$ cat config.mk
export PLATFORM = sky130hd
export DESIGN_NAME = score_store
export DESIGN_NICKNAME = d
export VERILOG_FILES = /design/src/rtl/score_store_pkg.sv /design/src/rtl/num_fifo.sv /design/src/rtl/score_store.sv
export SDC_FILE = /design/constraint.sdc
export NUM_CORES = 1
export LEC_CHECK = 0
export BUFFER_PORTS_ARGS = -buffer_cell sky130_fd_sc_hd__buf_2
export CAP_MARGIN = 5
export CORE_UTILIZATION = 55
export DETAILED_ROUTE_END_ITERATION = 7
export PLACE_DENSITY_LB_ADDON = 0.15
export SLEW_MARGIN = 5
export SYNTH_ARGS = -nofsm -noshare
export SYNTH_HDL_FRONTEND = slang
export SYNTH_HIERARCHICAL = 1
export SYNTH_SLANG_ARGS = --single-unit
$ cat constraint.sdc
create_clock -name clk -period 5.1 [get_ports clk]
set_clock_uncertainty 0.05 [all_clocks]
set_input_delay 0.51 -clock clk [delete_from_list [all_inputs] [get_ports clk]]
set_output_delay 0.51 -clock clk [all_outputs]
set_load 0.05 [all_outputs]
$ cat src/rtl/score_store_pkg.sv
// Shared types and constants for the score_store slice.
// Clamping of low scores is built only when SCORE_STORE_CLAMP_EN is defined.
package score_store_pkg;

   typedef logic signed [15:0] num;

   localparam num SCORE_FLOOR = -16'sd30000;
   localparam int SRAM_ADDR_W = 21;

   function automatic num clamp_score(input num value);
      return (value < SCORE_FLOOR) ? SCORE_FLOOR : value;
   endfunction

endpackage

$ cat src/rtl/num_fifo.sv
// Show-ahead FIFO of signed scores; pop_data always presents the oldest entry.
// Pushes while full and pops while empty are ignored.
module num_fifo
   import score_store_pkg::*;
#(
   parameter int depth = 4
) (
   input  logic                       clk,
   input  logic                       reset,
   input  logic                       push,
   input  num                         push_data,
   input  logic                       pop,
   output num                         pop_data,
   output logic                       full,
   output logic                       empty,
   output logic [$clog2(depth+1)-1:0] count
);

   localparam int PTR_W = $clog2(depth);
   localparam int CNT_W = $clog2(depth + 1);

   num               mem [depth];
   logic [PTR_W:0]   wr_ptr;
   logic [PTR_W:0]   rd_ptr;
   logic             do_push;
   logic             do_pop;

   // Pointers carry one extra wrap bit so their difference is the fill level.
   assign count    = wr_ptr - rd_ptr;
   assign full     = (count == CNT_W'(depth));
   assign empty    = (count == '0);
   assign do_push  = push && !full;
   assign do_pop   = pop && !empty;
   assign pop_data = mem[rd_ptr[PTR_W-1:0]];

   always_ff @(posedge clk) begin
      if (reset) begin
         wr_ptr <= '0;
         rd_ptr <= '0;
      end else begin
         if (do_push) wr_ptr <= wr_ptr + 1'b1;
         if (do_pop)  rd_ptr <= rd_ptr + 1'b1;
      end
   end

   always_ff @(posedge clk) begin
      if (do_push) mem[wr_ptr[PTR_W-1:0]] <= push_data;
   end

endmodule

$ cat src/rtl/score_store.sv
// Buffers one frame of senone scores and writes them to SRAM, then holds until send_done.
// Define SCORE_STORE_CLAMP_EN to floor incoming scores at SCORE_FLOOR before buffering.
module score_store
   import score_store_pkg::*;
#(
   parameter int                     n_senones  = 5,
   parameter int                     fifo_depth = 4,
   parameter logic [SRAM_ADDR_W-1:0] base_addr  = 21'h0
) (
   input  logic                   clk,
   input  logic                   reset,
   input  num                     score,
   input  logic                   score_valid,
   output logic                   score_ready,
   output logic                   frame_done,
   input  logic                   send_done,
   output logic [SRAM_ADDR_W-1:0] data_addr,
   output num                     data_out,
   output logic                   write_data,
   input  logic                   sram_ready
);

   localparam int               CNT_W     = $clog2(n_senones + 1);
   localparam logic [CNT_W-1:0] FRAME_LEN = CNT_W'(n_senones);

   localparam logic       F_FILL  = 1'b0;
   localparam logic       F_HOLD  = 1'b1;
   localparam logic [1:0] W_IDLE  = 2'd0;
   localparam logic [1:0] W_ISSUE = 2'd1;
   localparam logic [1:0] W_WAIT  = 2'd2;

   logic                              frame_state;
   logic [1:0]                        write_state;
   logic                              wait_blind;
   logic [CNT_W-1:0]                  accepted;
   logic [CNT_W-1:0]                  written;
   num                                push_data;
   num                                fifo_head;
   logic                              fifo_full;
   logic                              fifo_empty;
   logic [$clog2(fifo_depth+1)-1:0]   fifo_count;
   logic                              push;
   logic                              pop;
   logic                              frame_complete;
   logic                              frame_release;

   assign score_ready    = !fifo_full && (accepted < FRAME_LEN) && (frame_state == F_FILL);
   assign push           = score_valid && score_ready;
   assign pop            = (write_state == W_IDLE) && !fifo_empty && sram_ready;
   assign frame_complete = (frame_state == F_FILL) && (written == FRAME_LEN) && (fifo_count == '0);
   assign frame_release  = (frame_state == F_HOLD) && send_done;

`ifdef SCORE_STORE_CLAMP_EN
   assign push_data = clamp_score(score);
`else
   assign push_data = score;
`endif

   num_fifo #(
      .depth     (fifo_depth)
   ) u_fifo (
      .clk       (clk),
      .reset     (reset),
      .push      (push),
      .push_data (push_data),
      .pop       (pop),
      .pop_data  (fifo_head),
      .full      (fifo_full),
      .empty     (fifo_empty),
      .count     (fifo_count)
   );

   // Frame FSM enters HOLD in the same edge that raises frame_done, so the pulse cannot repeat.
   always_ff @(posedge clk) begin
      if (reset) begin
         frame_state <= F_FILL;
         frame_done  <= 1'b0;
         accepted    <= '0;
      end else begin
         frame_done <= frame_complete;
         if (frame_complete) begin
            frame_state <= F_HOLD;
         end else if (frame_release) begin
            frame_state <= F_FILL;
         end
         if (frame_release) begin
            accepted <= '0;
         end else if (push) begin
            accepted <= accepted + 1'b1;
         end
      end
   end

   // The strobe lands in the first W_WAIT cycle, before sram can drop ready, hence the blind cycle.
   always_ff @(posedge clk) begin
      if (reset) begin
         write_state <= W_IDLE;
         wait_blind  <= 1'b0;
         write_data  <= 1'b0;
         data_addr   <= base_addr;
         data_out    <= '0;
         written     <= '0;
      end else begin
         write_data <= 1'b0;
         case (write_state)
            W_IDLE: begin
               if (pop) begin
                  data_out    <= fifo_head;
                  data_addr   <= base_addr + (SRAM_ADDR_W'(written) << 1);
                  write_state <= W_ISSUE;
               end
            end
            W_ISSUE: begin
               write_data  <= 1'b1;
               wait_blind  <= 1'b1;
               write_state <= W_WAIT;
            end
            W_WAIT: begin
               if (wait_blind) begin
                  wait_blind <= 1'b0;
               end else if (sram_ready) begin
                  written     <= written + 1'b1;
                  write_state <= W_IDLE;
               end
            end
            default: write_state <= W_IDLE;
         endcase
         if (frame_release) written <= '0;
      end
   end

endmodule
==> results of run 1 <==
cell type report:
type	count	area, sq um	area share [%]
Multi-Input combinational cell	177	1364	29.34
Tap cell	99	123.9	2.665
Inverter	13	48.80	1.050
Clock buffer	9	123.9	2.665
Clock inverter	7	67.56	1.454
Timing Repair Buffer	43	217.7	4.684
Sequential cell	103	2703	58.14
registers in the layout, summed over array words and instances, names as in the netlist, named ones only:
name and flops:
u_fifo/mem 64, data_out 16, accepted 3, data_addr 3, u_fifo/rd_ptr 3, u_fifo/wr_ptr 3
written 3, write_state 2, frame_done 1, frame_state 1, wait_blind 1, write_data 1
how the worst min path moves through the flow:
stage	start	depth (start not counted)	to
floorplan	accepted[1]$_SDFFE_PP0P_	2	accepted[1]$_SDFFE_PP0P_
global placement	data_out[4]$_SDFFE_PP0P_	2	data_out[4]$_SDFFE_PP0P_
detailed placement	data_out[6]$_SDFFE_PP0P_	2	data_out[6]$_SDFFE_PP0P_
CTS	score[12]	1	u_fifo/mem[2][12]$_DFFE_PP_
global route	score[14]	1	u_fifo/mem[1][14]$_DFFE_PP_
finish	score[0]	1	u_fifo/mem[2][0]$_DFFE_PP_
cells in the final DEF, fill, tap and decap left out, types with 2 or more instances in the layout:
cell / count
clkinvlp_4: 2
a21oi_1: 21
dfxtp_1: 39
inv_8: 2
nand4_1: 2
mux2_2: 3
a211oi_1: 2
inv_1: 12
buf_2: 42
nand2b_1: 4
and2_1: 5
nand2_1: 47
clkbuf_8: 9
nand4b_1: 2
o21ai_1: 3
mux4_2: 16
a21o_1: 2
nor2_1: 12
mux2i_1: 3
ha_1: 13
conb_1: 18
nor2b_1: 3
edfxtp_1: 64
where the power goes:
part | leakage [nW] | internal, W | total (W) | switching [W]
Combinational | 0.740 | 0.000302 | 0.000857 | 0.000555
Sequential | 0.904 | 0.00106 | 0.00116 | 0.0000971
Clock | 0.0920 | 0.000188 | 0.000475 | 0.000287
Total | 1.74 | 0.00156 | 0.00249 | 0.000939
logic make-up after synthesis:
family / after synthesis / share of synthesized area, %
other: 1 / 0.08825
multiplexers: 24 / 10.60
AND/OR/NAND/NOR: 83 / 9.482
AO/OA/AOI/OAI: 35 / 5.153
buffers and inverters: 43 / 5.801
XOR/XNOR: 3 / 0.9717
flip-flops: 103 / 63.60
adder cells (fa/ha/maj): 14 / 4.299
metal layers:
metal	up-vias	wire length (um)	global-route usage, %
li1	1134	-	-
met1	1113	3121	24.14
met2	73	3258	29.62
met3	5	392	6.768
met4	0	52	4.839
met5	-	0	0
stage by stage:
step                hold WS (ns)  setup WS, ns  total power, W  cell area [sq um]
floorplan                 0.3952         1.898        0.001870               4313
finish                    0.3044         1.483        0.002494               4648
global route              0.2748         1.293        0.002643               4648
detailed placement        0.3940         1.512        0.002047               4457
CTS                       0.2886         1.494        0.002520               4648
global placement          0.3928         1.623        0.002030               4457
worst max-delay path: stages, from the launching register on:
cell and delay, ns:
dfxtp_1 0.39, inv_1 0.11, ha_1 0.22, fa_1 0.39, xnor3_2 0.39, nor2_1 0.10, nor3b_2 0.30, and2_1 0.27
o21a_1 0.27, and2_1 0.76
==> flow_metrics.tcl, run 1 <==
set metrics [dict create \
    hold_violations 0 \
    setup_viol 0 \
    synth_area_per_cell_sq_um 13.89 \
    synth_common_cells "edfxtp_1, nand2_1, dfxtp_1, a21oi_1, buf_4" \
    seq_area_frac_synth_pct 63.60 \
    grt_pass1_wl_mm 11.19 \
    antenna_found_initial 0 \
    synth_area_leader_cell "edfxtp_1" \
    die_area_sq_mm 0.008081 \
    synthTopCellsByArea "edfxtp_1, dfxtp_1, mux4_2" \
    cts_tree "yes" \
    worst_ir_drop_vdd_mv 0.2477 \
    min_path_type "input pin to flip-flop" \
    worstPathRequired_ns 5.04 \
    worst-slew-pin-transition_ns 1.046 \
    cp-endpoint "u_fifo/mem[3][10]$_DFFE_PP_" \
    crit_type "flip-flop to flip-flop" \
    num_antenna_cells 0 \
    leakagePower_nw 1.736 \
    final_util_pct 63.07 \
    final_cells 451 \
    drt_first_pass_iters 5 \
    die_w_um 89.90 \
    h-tree-depth 3 \
    cp_max_fo 16 \
    design.core.area_sq_mm 0.007370 \
    startpoint "u_fifo/wr_ptr[0]$_SDFFE_PP0P_" \
    vias 2325 \
    period_share_pct 70.92 \
    track_usage_pct 18.52 \
    drt_iter0_drc 78 \
    synth_most_common_cell "edfxtp_1" \
    dpl.cell_count 435 \
    die_h_um 89.90 \
    viasPerCell 5.155 \
    syn_inst 306 \
    drive_above_1_share_pct 24.15 \
    cellPowerDensity_mw_per_mm2 536.6 \
    io_pins 61 \
    regToRegEndpoint "u_fifo/mem[3][10]$_DFFE_PP_" \
    area_growth_pct 9.393 \
    cts_root_buf "clkbuf_8" \
    max_freq_mhz 276.5 \
    regToRegSetupSlack_ns 1.48 \
    synth-edff-count 64 \
    routed_wl_mm 6.824 \
    post_cts_buffers 0 \
    grt_max_degree 38 \
    cts_resized 0 \
    grt_remaining_overflow 0 \
    cts.path.max_buffers 2 \
    start_util_pct 57.66 \
    first_global_vias 2233 \
    synth_cell_types 45 \
    clock-sinks 103 \
    clk_pin_slew_ns 0.10 \
    postCtsHoldBufs 0 \
    outcome "finished clean" \
    rsz0062_at_grt "no" \
    fin_setup_tns_ns 0 \
    worstRegToRegCells 9 \
    worst_setup_path_start_kind "flip-flop" \
    clk_latency_ns 0.36 \
    io_buffers 42 \
    synthFlopType "edfxtp_1" \
    finalCriticalPeriod_ns 3.617 \
    cp.arrival_ns 3.55 \
    ys_seq_elements 103 \
    max_slew_margin_pct 30.19 \
    timing.rr.start "u_fifo/wr_ptr[0]$_SDFFE_PP0P_" \
    yosys_warnings 6 \
    drtAntennaViolNets 0 \
    slew_viol_final 0 \
    floorplan.rows 31 \
    wl_per_cell_um 15.13 \
    drv_cap 0 \
    nets 382 \
    drc 0 \
    synthArstFlopShare_pct 0 \
    yosys.area.top_type_share_pct 45.23 \
    nFillCells 569 \
    numCtsBuffers 9 \
    end_kind "flip-flop" \
    dpl.hpwl_mm 4.499 \
    gp_congestion 0.7423 \
    post_synth_instance_area_sq_mm 0.004249 \
]
Power figures use the tool's default switching activity.
==> run 2, diff against run 1 <==
clock period = 3.5 ns   (was 5.1 ns; I/O delays follow)
==> run 2 against run 1 <==
  * Combinational power rose by 58%
  * Die area did not move
  * Critical path depth rose by 1
  * First-iteration DRC count increased by 15%
==> flow_metrics.tcl, run 2 (synthesized netlist as in run 1, its figures left out) <==
set metrics [dict create \
    outcome "finished clean" \
    cpPeakStageDelay_ns 0.40 \
    io_buffers 42 \
    final_common_cell "edfxtp_1" \
    cts_root_buf "clkbuf_8" \
    cellPowerDensity_mw_per_mm2 786.5 \
    drc 0 \
    grt_pass1_wl_mm 12.03 \
    worst_ir_drop_vdd_mv 0.3918 \
    antenna_found_initial 0 \
    drt_first_pass_iters 4 \
    pwr-share-comb_pct 36.6 \
    nets 388 \
    grt_remaining_overflow 0 \
    drive_above_1_share_pct 24.86 \
    crit_type "flip-flop to flip-flop" \
    grt_max_degree 38 \
    setup_viol 0 \
    die_area_sq_mm 0.008081 \
    gp_congestion 0.7331 \
    io_pins 61 \
    drv_cap 0 \
    clock-sinks 103 \
    finalCriticalPeriod_ns 3.253 \
    min_path_type "input pin to flip-flop" \
    pwr-share-seq_pct 44.6 \
    max_slew_margin_pct 47.04 \
    period_share_pct 92.94 \
    die_h_um 89.90 \
    area_growth_pct 10.19 \
    crit_slowest_cell "fa_1" \
    vias 2375 \
    switchingPower_w 0.001389 \
    wl_per_cell_um 15.57 \
    internal-power_w 0.002293 \
    floorplan.rows 31 \
    pwr-share-clk_pct 18.7 \
    routed_wl_mm 7.117 \
    clk_latency_ns 0.36 \
    viasPerCell 5.197 \
    num_antenna_cells 0 \
    largest_reg_flops 64 \
    post_cts_buffers 0 \
    rsz0062_at_grt "no" \
    end_kind "flip-flop" \
    cts.path.max_buffers 2 \
    path_cells "inv_1 > ha_1 > fa_1 > xnor3_2 > nor2_1 > nor3b_2 > and2_1 > o21a_1 > and2_1 > buf_4" \
    worst-slew-pin-transition_ns 0.7933 \
    h-tree-depth 3 \
    drtAntennaViolNets 0 \
    fin_setup_tns_ns 0 \
    slew_viol_final 0 \
    cts_tree "yes" \
    layout_common_cells "edfxtp_1, nand2_1, buf_2, dfxtp_1, a21oi_1" \
    leakagePower_nw 1.768 \
    cpMostUsedCell "and2_1" \
    max_freq_mhz 307.4 \
    switching_share_pct 37.72 \
    start_util_pct 57.66 \
    cts_resized 0 \
    first_global_vias 2412 \
    die_w_um 89.90 \
    clk_pin_slew_ns 0.10 \
    hold_violations 0 \
    postCtsHoldBufs 0 \
    numCtsBuffers 9 \
    drt_iter0_drc 90 \
    dpl.hpwl_mm 4.719 \
    cp.arrival_ns 3.26 \
    track_usage_pct 19.90 \
    nFillCells 582 \
    final_util_pct 63.53 \
    worstPathRequired_ns 3.50 \
    cp_max_fo 16 \
    worst_setup_path_start_kind "flip-flop" \
    design.core.area_sq_mm 0.007370 \
]
==> run 2: critical path, delay by kind of cell, from the launching register on <==
family,cells,cell delay (ns)
and+or+nand+nor,4,0.82
adders and majority gates,2,0.62
buffers and inverters,2,0.38
xor gates and xnor gates,1,0.39
AOI/OAI and AO/OA,1,0.28
DFF,1,0.39
==> run 2: per-stage QoR <==
step	hold slack [ns]	cell area, sq um	setup WS (ns)	total power (W)	std cells
floorplan	0.3952	4313	0.4173	0.002725	323
global placement	0.3887	4502	0.3744	0.002998	441
detailed placement	0.3955	4502	0.2555	0.003035	441
CTS	0.1249	4682	0.2397	0.003721	457
global route	0.1192	4682	0.06594	0.003892	457
finish	0.1412	4682	0.2472	0.003682	457
==> run 2: cell type report <==
type,count,area [sq um],share of cell area [%]
Sequential cell,103,2703,57.72
Multi-Input combinational cell,177,1364,29.13
Timing Repair Buffer,49,262.8,5.612
Clock buffer,10,127.6,2.726
Tap cell,99,123.9,2.646
Clock inverter,6,52.55,1.122
Inverter,13,48.80,1.042
==> run 2: final timing paths <==
kind | start | end | slack, ns | depth (start not counted)
worst max-delay path | u_fifo/wr_ptr[0]$_SDFFE_PP0P_ | u_fifo/mem[1][9]$_DFFE_PP_ | 0.25 | 10
worst min-delay path | score[9] | u_fifo/mem[3][9]$_DFFE_PP_ | 0.14 | 1
worst max register to register | u_fifo/wr_ptr[0]$_SDFFE_PP0P_ | u_fifo/mem[1][9]$_DFFE_PP_ | 0.25 | 10
worst min register to register | data_out[3]$_SDFFE_PP0P_ | data_out[3]$_SDFFE_PP0P_ | 0.41 | 2
==> run 2: routing by layer <==
metal | part of all wire, % | global-route usage [%] | wire length [um] | up-vias
met2 | 50 | 33.97 | 3533 | 63
met4 | 1.3 | 6.855 | 93 | 0
met3 | 4.4 | 5.076 | 313 | 9
li1 | - | - | - | 1155
met5 | 0 | 0 | 0 | -
met1 | 45 | 24.80 | 3177 | 1148
==> run 2: power groups by stage <==
stage	combinational [W]	clock, W	sequential [W]
finish	0.00135	0.000689	0.00164
global route	0.00147	0.000747	0.00167
CTS	0.00137	0.000706	0.00165
detailed placement	0.00136	0	0.00168
global placement	0.00134	0	0.00166
floorplan	0.000828	0	0.00190
==> run 3, diff against run 2 <==
SYNTH_HIERARCHICAL = not set   (was 1)
==> run 3 against run 2 <==
  * Register-to-register slack improved by 0.65 ns
  * Sequential share of layout area is 1.9 points lower
  * Critical endpoint is now u_fifo.mem[0][12]$_DFFE_PP_
  * Setup slack better by 0.65 ns
  * Die area rose by 2.2%
  * Design area is 1.9% higher
  * Final cell count up 1.3%
  * Critical path depth fell by 4
==> flow_metrics.tcl, run 3 <==
set metrics [dict create \
    cp.arrival_ns 2.54 \
    drv_cap 0 \
    die_w_um 90.88 \
    floorplan.rows 32 \
    slew_viol_final 0 \
    finalCriticalPeriod_ns 2.598 \
    dpl.hpwl_mm 4.742 \
    nets 391 \
    worstPathRequired_ns 3.44 \
    min_path_type "input pin to flip-flop" \
    cp_max_fo 16 \
    drt_iter0_drc 87 \
    max_freq_mhz 384.8 \
    regToRegSetupSlack_ns 0.90 \
    post_cts_buffers 0 \
    drive_above_1_share_pct 24.65 \
    cpPeakStageDelay_ns 0.78 \
    cts_tree "yes" \
    num_antenna_cells 0 \
    area_growth_pct 9.793 \
    vias 2424 \
    worst_ir_drop_vdd_mv 0.4644 \
    hold_depth 1 \
    synth_common_cells "edfxtp_1, nand2_1, dfxtp_1, mux2i_1, buf_4" \
    worstRegToRegCells 6 \
    first_global_vias 2368 \
    period_share_pct 74.24 \
    start_util_pct 56.51 \
    wl_per_cell_um 15.34 \
    synth_most_common_cell "edfxtp_1" \
    synthAdderAreaFrac_pct 4.032 \
    cts_root_buf "clkbuf_8" \
    final_util_pct 62.04 \
    path_depth 6 \
    synth_area_per_cell_sq_um 13.97 \
    synth_cell_types 40 \
    crit_slowest_cell "and2_1" \
    seq_area_frac_synth_pct 61.29 \
    synthFlopType "edfxtp_1" \
    worst_setup_path_start_kind "flip-flop" \
    track_usage_pct 18.88 \
    grt_pass1_wl_mm 11.70 \
    gp_congestion 0.7061 \
    final_common_cell "edfxtp_1" \
    antenna_found_initial 1 \
    placed_area_sq_mm 0.004577 \
    io_pins 61 \
    clk_pin_slew_ns 0.10 \
    postCtsHoldBufs 0 \
    clock-sinks 101 \
    h-tree-depth 3 \
    outcome "finished clean" \
    routed_wl_mm 7.101 \
    final_cells 463 \
    rsz0062_at_grt "no" \
    largest_reg_flops 64 \
    cellPowerDensity_mw_per_mm2 726.5 \
    finalInstanceArea_sq_mm 0.004770 \
    path_cells "inv_1 > ha_1 > nor2b_1 > xnor2_1 > a21oi_2 > and2_1" \
    synthArstFlopShare_pct 0 \
    synthMuxAreaShare_pct 14.14 \
    leakagePower_nw 1.767 \
    synth-edff-count 64 \
    crit_buf_inv 1 \
    post_synth_instance_area_sq_mm 0.004344 \
    synthTopCellsByArea "edfxtp_1, dfxtp_1, mux4_2" \
    setup_viol 0 \
    synth_top_family_by_area "multiplexers" \
    clk_latency_ns 0.36 \
    die_h_um 90.88 \
    synth_compound_area_share_pct 4.493 \
    synthSimpleGateAreaFrac_pct 9.188 \
    yosys.area.top_type_share_pct 44.24 \
    worst-slew-pin-transition_ns 0.9132 \
    ys_seq_elements 101 \
    grt_max_degree 38 \
    crit_type "flip-flop to flip-flop" \
    design.core.area_sq_mm 0.007687 \
    cts_resized 0 \
    die_area_sq_mm 0.008258 \
    hold_violations 0 \
    syn_inst 311 \
    end_kind "flip-flop" \
    grt_remaining_overflow 0 \
    max_slew_margin_pct 39.01 \
    synth-xor-area-share_pct 0.9793 \
    io_buffers 42 \
    drtAntennaViolNets 0 \
    yosys_warnings 0 \
    path_delay_family "simple AND/OR/NAND/NOR gates" \
    layout_common_cells "edfxtp_1, nand2_1, buf_2, dfxtp_1, mux2i_1" \
    drt_first_pass_iters 4 \
    fin_setup_tns_ns 0 \
    numCtsBuffers 9 \
    dpl.cell_count 447 \
    synth_area_leader_cell "edfxtp_1" \
    cts.path.max_buffers 2 \
    drc 0 \
    viasPerCell 5.235 \
]
-- run 3: where the power goes --
| part | total [W] | internal (W) | leakage (nW) | switching (W) |
|---|---|---|---|---|
| Sequential | 0.00154 | 0.00146 | 0.888 | 0.0000840 |
| Clock | 0.000692 | 0.000277 | 0.0980 | 0.000416 |
| Combinational | 0.00123 | 0.000430 | 0.781 | 0.000800 |
-- run 3: cell type report --
class	instances	area (sq um)
Clock buffer	9	123.9
Clock inverter	7	68.82
Inverter	9	33.78
Timing Repair Buffer	47	247.7
Sequential cell	101	2663
Fill cell	620	2918
Tap cell	102	127.6
Multi-Input combinational cell	188	1505
-- run 3: final timing paths --
kind | startpoint | end
max | u_fifo.wr_ptr[0]$_SDFFE_PP0P_ | u_fifo.mem[0][12]$_DFFE_PP_
max reg2reg | u_fifo.wr_ptr[0]$_SDFFE_PP0P_ | u_fifo.mem[0][12]$_DFFE_PP_
min reg2reg | data_out[14]$_SDFFE_PP0P_ | data_out[14]$_SDFFE_PP0P_
min | score[8] | u_fifo.mem[1][8]$_DFFE_PP_
-- run 3: kinds of logic (layout without fill, tap and decap cells) --
| kind of cell | after synthesis | in the layout |
|---|---|---|
| compound gates | 28 | 28 |
| xor+xnor | 4 | 4 |
| fa+ha+maj | 14 | 14 |
| buf+inv | 39 | 72 |
| flops | 101 | 101 |
| mux | 41 | 41 |
| other cells | 1 | 18 |
| simple gates | 83 | 83 |
-- run 3: metrics by stage --
step	power [W]	hold slack, ns	worst slack [ns]
finish	0.003465	0.1415	0.9016
global route	0.003661	0.1147	0.7231
CTS	0.003501	0.1207	0.8764
detailed placement	0.002811	0.3981	0.8640
global placement	0.002788	0.3909	0.9463
floorplan	0.002578	0.3835	0.07160
-- run 3: metal layers --
metal,GRT usage [%],up-vias,part of all wire [%]
met3,6.566,6,5.3
met1,22.81,1177,43
met5,0,-,0.18
li1,-,1178,-
met4,6.878,2,0.80
met2,31.38,61,51
